`config.mk`:
```
export PLATFORM = sky130hd
export DESIGN_NAME = demux4_stream
export DESIGN_NICKNAME = d
export VERILOG_FILES = /design/src/rtl/demux4_stream_pkg.sv /design/src/rtl/demux4_skid.sv /design/src/rtl/demux4_stream.sv
export SDC_FILE = /design/constraint.sdc
export NUM_CORES = 1
export LEC_CHECK = 0
export BUFFER_PORTS_ARGS = -buffer_cell sky130_fd_sc_hd__buf_2
export CORE_MARGIN = 4
export CORE_UTILIZATION = 56
export CTS_CLUSTER_SIZE = 16
export DETAILED_ROUTE_END_ITERATION = 10
export GPL_TIMING_DRIVEN = 0
export PLACE_DENSITY_LB_ADDON = 0.15
export SYNTH_ARGS = -nofsm -noshare
export SYNTH_HDL_FRONTEND = slang
export SYNTH_SLANG_ARGS = --single-unit
```
`constraint.sdc`:
```
create_clock -name clk -period 5.9 [get_ports clk]
set_input_delay 0.59 -clock clk [delete_from_list [all_inputs] [get_ports clk]]
set_output_delay 0.59 -clock clk [all_outputs]
set_load 0.005 [all_outputs]
```
`src/rtl/demux4_stream_pkg.sv`:
```
// -----------------------------------------------------------------------------
// demux4_stream_pkg
//   Shared constants and helpers for the 1-to-4 stream distributor.
//   NLANES : number of output lanes
//   onehot4: true when exactly one bit of a 4-bit select is set
// -----------------------------------------------------------------------------
package demux4_stream_pkg;

    localparam int NLANES = 4;

    // Clearing the lowest set bit leaves zero only for a single-bit value;
    // the non-zero test rejects the all-zero select.
    function automatic logic onehot4(input logic [NLANES-1:0] v);
        return (v != '0) && ((v & (v - 4'd1)) == '0);
    endfunction

endpackage

```
`src/rtl/demux4_skid.sv`:
```
// -----------------------------------------------------------------------------
// demux4_skid
//   2-entry valid/ready FIFO used as the per-lane skid buffer.
//   clk      : clock, all state on posedge
//   reset    : synchronous active-high reset, empties the buffer
//   wr_valid : write strobe (ignored while full)
//   wr_data  : write payload
//   full     : registered full flag (2 entries held)
//   rd_valid : head entry present
//   rd_data  : head entry payload
//   rd_ready : consumer takes the head when rd_valid is also high
// -----------------------------------------------------------------------------
module demux4_skid #(
    parameter int DW = 32
) (
    input  logic          clk,
    input  logic          reset,
    input  logic          wr_valid,
    input  logic [DW-1:0] wr_data,
    output logic          full,
    output logic          rd_valid,
    output logic [DW-1:0] rd_data,
    input  logic          rd_ready
);

    logic [DW-1:0] mem [2];
    logic          wr_ptr;
    logic          rd_ptr;
    logic [1:0]    count;
    logic          wr_en;
    logic          rd_en;

    assign full     = (count == 2'd2);
    assign rd_valid = (count != 2'd0);
    assign rd_data  = mem[rd_ptr];

    assign wr_en = wr_valid & ~full;
    assign rd_en = rd_valid & rd_ready;

    always_ff @(posedge clk) begin
        if (reset) begin
            // NOTE: the two storage words are reset too, so the lane output
            // reads zero after reset instead of leftover payload.
            mem[0] <= '0;
            mem[1] <= '0;
            wr_ptr <= 1'b0;
            rd_ptr <= 1'b0;
            count  <= 2'd0;
        end else begin
            // NOTE: non-blocking assignments keep every register sampling the
            // pre-edge values, so simultaneous read and write stay consistent.
            if (wr_en) begin
                mem[wr_ptr] <= wr_data;
                wr_ptr      <= ~wr_ptr;
            end
            if (rd_en) begin
                rd_ptr <= ~rd_ptr;
            end
            count <= count + {1'b0, wr_en} - {1'b0, rd_en};
        end
    end

endmodule

```
`src/rtl/demux4_stream.sv`:
```
// -----------------------------------------------------------------------------
// demux4_stream
//   1-to-4 stream distributor. Each input beat carries a one-hot lane select
//   and is steered into that lane's 2-entry skid buffer. Illegal selects are
//   consumed, dropped and counted.
//   clk       : clock
//   reset     : synchronous active-high reset
//   in_valid  : input beat valid
//   in_sel    : one-hot destination lane
//   in_data   : input payload
//   in_ready  : input accepted when in_valid & in_ready
//   out_valid : per-lane output valid
//   out_data  : lane i payload at [i*DW +: DW]
//   out_ready : per-lane consumer ready
//   err       : sticky illegal-select flag
//   err_count : saturating count of dropped illegal beats
// -----------------------------------------------------------------------------
module demux4_stream
    import demux4_stream_pkg::*;
#(
    parameter int DW   = 32,
    parameter int ERRW = 8
) (
    input  logic                 clk,
    input  logic                 reset,
    input  logic                 in_valid,
    input  logic [NLANES-1:0]    in_sel,
    input  logic [DW-1:0]        in_data,
    output logic                 in_ready,
    output logic [NLANES-1:0]    out_valid,
    output logic [NLANES*DW-1:0] out_data,
    input  logic [NLANES-1:0]    out_ready,
    output logic                 err,
    output logic [ERRW-1:0]      err_count
);

    logic              legal;
    logic [NLANES-1:0] lane_full;
    logic [NLANES-1:0] lane_wr;

    assign legal = onehot4(in_sel);

    // in_ready comes only from registered full flags and in_sel, never from
    // out_ready, so the producer sees no combinational path from consumers.
    always_comb begin
        // NOTE: every output of this block gets a default first so no path
        // leaves it unassigned and no latch is inferred.
        in_ready = 1'b1;
        lane_wr  = '0;
        if (legal) begin
            in_ready = ~|(in_sel & lane_full);
            lane_wr  = {NLANES{in_valid}} & in_sel & ~lane_full;
        end
    end

    // An illegal beat is always accepted and discarded; no lane is written.
    always_ff @(posedge clk) begin
        if (reset) begin
            err       <= 1'b0;
            err_count <= '0;
        end else if (in_valid && !legal) begin
            err <= 1'b1;
            if (err_count != '1) begin
                err_count <= err_count + ERRW'(1);
            end
        end
    end

    for (genvar i = 0; i < NLANES; i++) begin : g_lane
        demux4_skid #(.DW(DW)) u_skid (
            .clk      (clk),
            .reset    (reset),
            .wr_valid (lane_wr[i]),
            .wr_data  (in_data),
            .full     (lane_full[i]),
            .rd_valid (out_valid[i]),
            .rd_data  (out_data[i*DW +: DW]),
            .rd_ready (out_ready[i])
        );
    end

endmodule
```
* Word-level counts from Yosys, hierarchy flattened *
Memories as Yosys holds them, arrays and structs flattened. A register that Yosys moved wholly into a read port is not among the register bits.
Index checks and enable logic that the tools add are counted.

cells by class
  add/sub/neg operators = 10
  eq/ne operators = 5
  mux-type cells = 36
  bitwise logic cells = 25
  reduce and logical (&&, ||, !) cells = 16

operators by type and width
  operator               count
  $mux W32               4
  $reduce_or A32 Y1      4
  $mux W1                31
  $and A4 B4 Y4          4
  $not A1 Y1             12
  $add A2 B1 Y2          4
  $add A8 B1 Y8 const B  1
  $and A1 B1 Y1          8
  $eq A2 B2 Y1 const B   4
  $ne A8 B8 Y1 const B   1
  $reduce_bool A2 Y1     4
  $sub A2 B1 Y2          4
  $logic_not A4 Y1       1
  $mux W4                1
  $not A4 Y4             1
  $reduce_bool A4 Y1     1
  $reduce_or A4 Y1       1
  $sub A4 B1 Y4 const B  1
  $logic_and A1 B1 Y1    2
  $logic_not A1 Y1       2
  $reduce_and A2 Y1      1

storage, ports and cells
  register bits = 25
  bits in writable memories = 256
  logic and storage cells = 110
  memories kept = 4

memories
  memory                words  width  rd ports  clocked after Yosys merged registers in  wr ports  line               text
  g_lane[0].u_skid.mem  2      32     1         1                                        2         demux4_skid.sv:26  logic [DW-1:0] mem [2];
  g_lane[1].u_skid.mem  2      32     1         1                                        2         demux4_skid.sv:26
  g_lane[2].u_skid.mem  2      32     1         1                                        2         demux4_skid.sv:26
  g_lane[3].u_skid.mem  2      32     1         1                                        2         demux4_skid.sv:26

* Longest topological paths before layout *
  word-level depth = 11
  gate-level depth with buffers = 8

* By module *
A second synthesis with hierarchy kept.

second synthesis, totals
  cell total of the unflattened synthesis = 1002
  area total of the unflattened synthesis = 12872.3 µm²

modules (own cells, without submodules)
  module         times used  cells each  area an instance (µm²)  sequential area each (µm²)
  demux4_skid    4           234         3069.2                  2021.9
  demux4_stream  1           66          595.6                   180.2

* Least setup slack after synthesis *
Ideal clock, no wire load.

  path kind = input-to-reg
  from = in in_valid
  to = mem g_lane[2].u_skid.mem[0][0], enable pin
  library setup time = 0.394 ns
  data arrival time = 2.572 ns
  data required time = 5.506 ns
  path slack = 2.934 ns
  cell stages on the path = 5
  buffers on the path = 2
  cell sequence = buf_2 or3b_1 or4_1 buf_2 nand2b_1

RTL lines
  element          line                 text
  start, declared  demux4_stream.sv:26  input logic in_valid,
  end, declared    demux4_skid.sv:26

==> metrics.md <==
| Metric | Value |
|---|---|
| Relative slew slack | `0.343` |
| FF-to-FF Start | `g_lane[2].u_skid.count[1]$_SDFF_PP0_` |
| R2R depth | `4` |
| Ys flop type | `edfxtp_1` |
| Clock sink total | `285` |
| Die ar. | `24800 µm²` |
| Vias in the first global route | `7874` |
| Total Routing Usage GR | `0.235` |
| Die H | `157 µm` |
| H-tree Lvls | `1` |
| Setup violations, final | `0` |
| Post-Layout Cell Count | `1425` |
| Final worst-path cycle share | `0.497` |
| RSZ-0062 raised after global routing | `no` |
| Setup tns final | `0 ns` |
| Die Wd | `157 µm` |
| Area occupied by multi-input gates | `3880 µm²` |
| Mapped Area | `12500 µm²` |
| Reg area | `8270 µm²` |
| Worst IR Drop VDD | `0.000252 V` |
| Critical path arrival | `2.34 ns` |
| Setup ws final | `2.97 ns` |
| Layout area overhead | `18.6%` |
| Clk root buf | `clkbuf_16` |
| Tightest Pin Transition | `0.985 ns` |
| Cell row count | `54` |
| Average wire per standard cell | `20.4 µm` |
| Post-cts gate resize count | `0` |
| Synth Instances | `908` |
| DRT Pass-1 Iters | `5` |
| Worst Hold Class | `primary input to register` |
| Setup crit start kind | `register` |
| Worst path required time | `5.31 ns` |
| Share of layout cells above drive strength 1 | `0.351` |
| YS warnings | `0` |
| Fill cell count | `1636` |
| Synthesized flop and latch total | `285` |
| Final Hold Vio Count | `0` |
| Post-synth ARST share | `0` |
| Dominant cell type by area after synthesis | `edfxtp_1` |
| Post-synth EDFFs | `256` |
| # Post-CTS Setup Buffers | `0` |
| Min Tclk post-route | `2.93 ns` |
| Seq/Total Area, Yosys | `0.662` |
| Crit-path max FO | `10` |
| Synth top area share | `0.615` |
| Dpl ws | `2.54 ns` |
| GRT overflow | `0` |
| Detailed Route Iter0 Violations | `504` |
| Routed wire length | `29100 µm` |
| Detailed-route via count | `7758` |
| CTS max path bufs | `3` |
| Placed Instances | `1370` |
| Reg clk slew, reported paths | `0.06 ns` |
| Leak | `5.82 nW` |
| Fmax | `341 MHz` |
| Crit path to | `out_data[82]` |
| Crit. End Element | `output pin` |
| ANT nets after route | `0` |
| IO Port Bufs | `181` |
| Core box area | `21900 µm²` |
| Number of buffers created by CTS | `29` |
| Avg Inst Size Synth | `13.8 µm²` |
| Most frequent cell after synthesis | `edfxtp_1` |
| Syn Nets | `957` |
| Critical path type | `register to output pin` |
| First-pass GRT wire length | `43900 µm` |
| Pwr Density | `364 nW/µm²` |
| Synth area leaders | `edfxtp_1 (62%), mux2_2 (12%), and2_1 (6.6%)` |
| Ports | `185` |
| Worst skew pair latency | `0.54 ns` |
| Slew Limit Fails | `0` |
| Routability cong. | `0.774` |
| Min Hold Slack | `0.386 ns` |
| Hold-fix buffers at CTS | `0` |
| Dpl hpwl | `19500 µm` |
| FF-to-FF End | `g_lane[2].u_skid.mem[1][6]$_SDFFCE_PN0P_` |
| Clk_skew | `0.00853 ns` |
| Synth cell types | `43` |
| Initial Utilization | `0.571` |
| Status | `finished, final reports clean` |
| Initial antenna violation count | `1` |
| Largest net degree at the start of global routing | `33` |
| Net count reported at finish | `1170` |
| Reg2Reg Setup Slack | `3.40 ns` |
| Synth cell count leaders | `edfxtp_1 (256), nor2_1 (146), and2_1 (132)` |
| CTS tree | `done` |
| Post-route DRC violation count | `0` |
| Via density per instance | `5.44` |
| Max-cap violations | `0` |
[layout by cell type, fill, tap and decap left out, types with 5 or more instances in the layout]
cell	count
a21oi_1	15
and2_1	132
buf_1	12
buf_2	196
buf_6	7
bufinv_16	7
clkbuf_1	26
clkbuf_16	29
clkinv_2	7
dfxtp_1	29
edfxtp_1	256
ha_1	6
inv_1	12
mux2_2	129
nand2b_1	39
nand3_1	8
nor2_1	146
nor2b_1	5
o21ai_0	5
or2_2	9
or4_1	5
xnor2_1	10
[metrics by stage]
stage / utilization / power [W] / instance area (µm²)
after global routing: 0.676 / 0.00560 / 14800
after floorplan: - / 0.00305 / 12500
final: 0.676 / 0.00539 / 14800
after global placement: 0.628 / 0.00345 / 13700
after detailed placement: 0.630 / 0.00347 / 13800
after CTS: 0.676 / 0.00542 / 14800
[power by group]
| part | switching (W) | internal (W) |
|---|---|---|
| clock network | 0.000760 | 0.00121 |
| logic | 0.000547 | 0.000517 |
| registers | 0.0000416 | 0.00231 |
| total | 0.00135 | 0.00404 |
[cells by family after synthesis]
group | Yosys count | synth area share
adder cells (fa/ha/maj) | 6 | 0.00601
AND/OR/NAND/NOR | 373 | 0.162
XOR/XNOR | 13 | 0.00912
AO/OA/AOI/OAI | 30 | 0.0156
multiplexers | 130 | 0.117
buffers and inverters | 71 | 0.0282
flip-flops | 285 | 0.662
[final cells by class]
class / count / area share
Clock inverter: 20 / 0.0187
Buffer: 59 / 0.0208
Clock buffer: 34 / 0.0503
Tap cell: 280 / 0.0237
Inverter: 12 / 0.00304
Timing Repair Buffer: 182 / 0.0630
Multi-Input combinational cell: 552 / 0.262
Sequential cell: 285 / 0.558
Antenna cell: 1 / 0.000169
[flip-flops by register name, summed over array words and instances, names as in the netlist, named ones only]
register              cells
g_lane.u_skid.rd_ptr      4
g_lane.u_skid.count       8
g_lane.u_skid.wr_ptr      4
g_lane.u_skid.mem       256
err_count                 8
err                       1
[worst min-delay path by stage]
stage	from	to	slack, ns	depth (start not counted)
2_1_floorplan	g_lane[1].u_skid.wr_ptr$_SDFFE_PP0P_	g_lane[1].u_skid.wr_ptr$_SDFFE_PP0P_	0.44	2
3_3_place_gp	g_lane[1].u_skid.wr_ptr$_SDFFE_PP0P_	g_lane[1].u_skid.wr_ptr$_SDFFE_PP0P_	0.46	2
3_5_place_dp	g_lane[1].u_skid.wr_ptr$_SDFFE_PP0P_	g_lane[1].u_skid.wr_ptr$_SDFFE_PP0P_	0.47	2
4_1_cts	in_data[31]	g_lane[0].u_skid.mem[1][31]$_SDFFCE_PN0P_	0.38	2
5_1_grt	in_data[31]	g_lane[0].u_skid.mem[1][31]$_SDFFCE_PN0P_	0.39	2
6_report	in_data[3]	g_lane[0].u_skid.mem[1][3]$_SDFFCE_PN0P_	0.39	2
[layer usage]
layer / part of all wire / GRT usage
met1: 0.41 / 0.318
met3: 0.074 / 0.0374
met4: 0.024 / 0.0655
met2: 0.49 / 0.398
met5: 0.00027 / 0
[critical path: stages, from the launching register on]
cell and delay (ns):
dfxtp_1 0.30, clkbuf_1 0.32, buf_1 0.60, mux2_2 0.44, buf_2 0.14
Note: power is estimated with default switching activity, not from simulation.
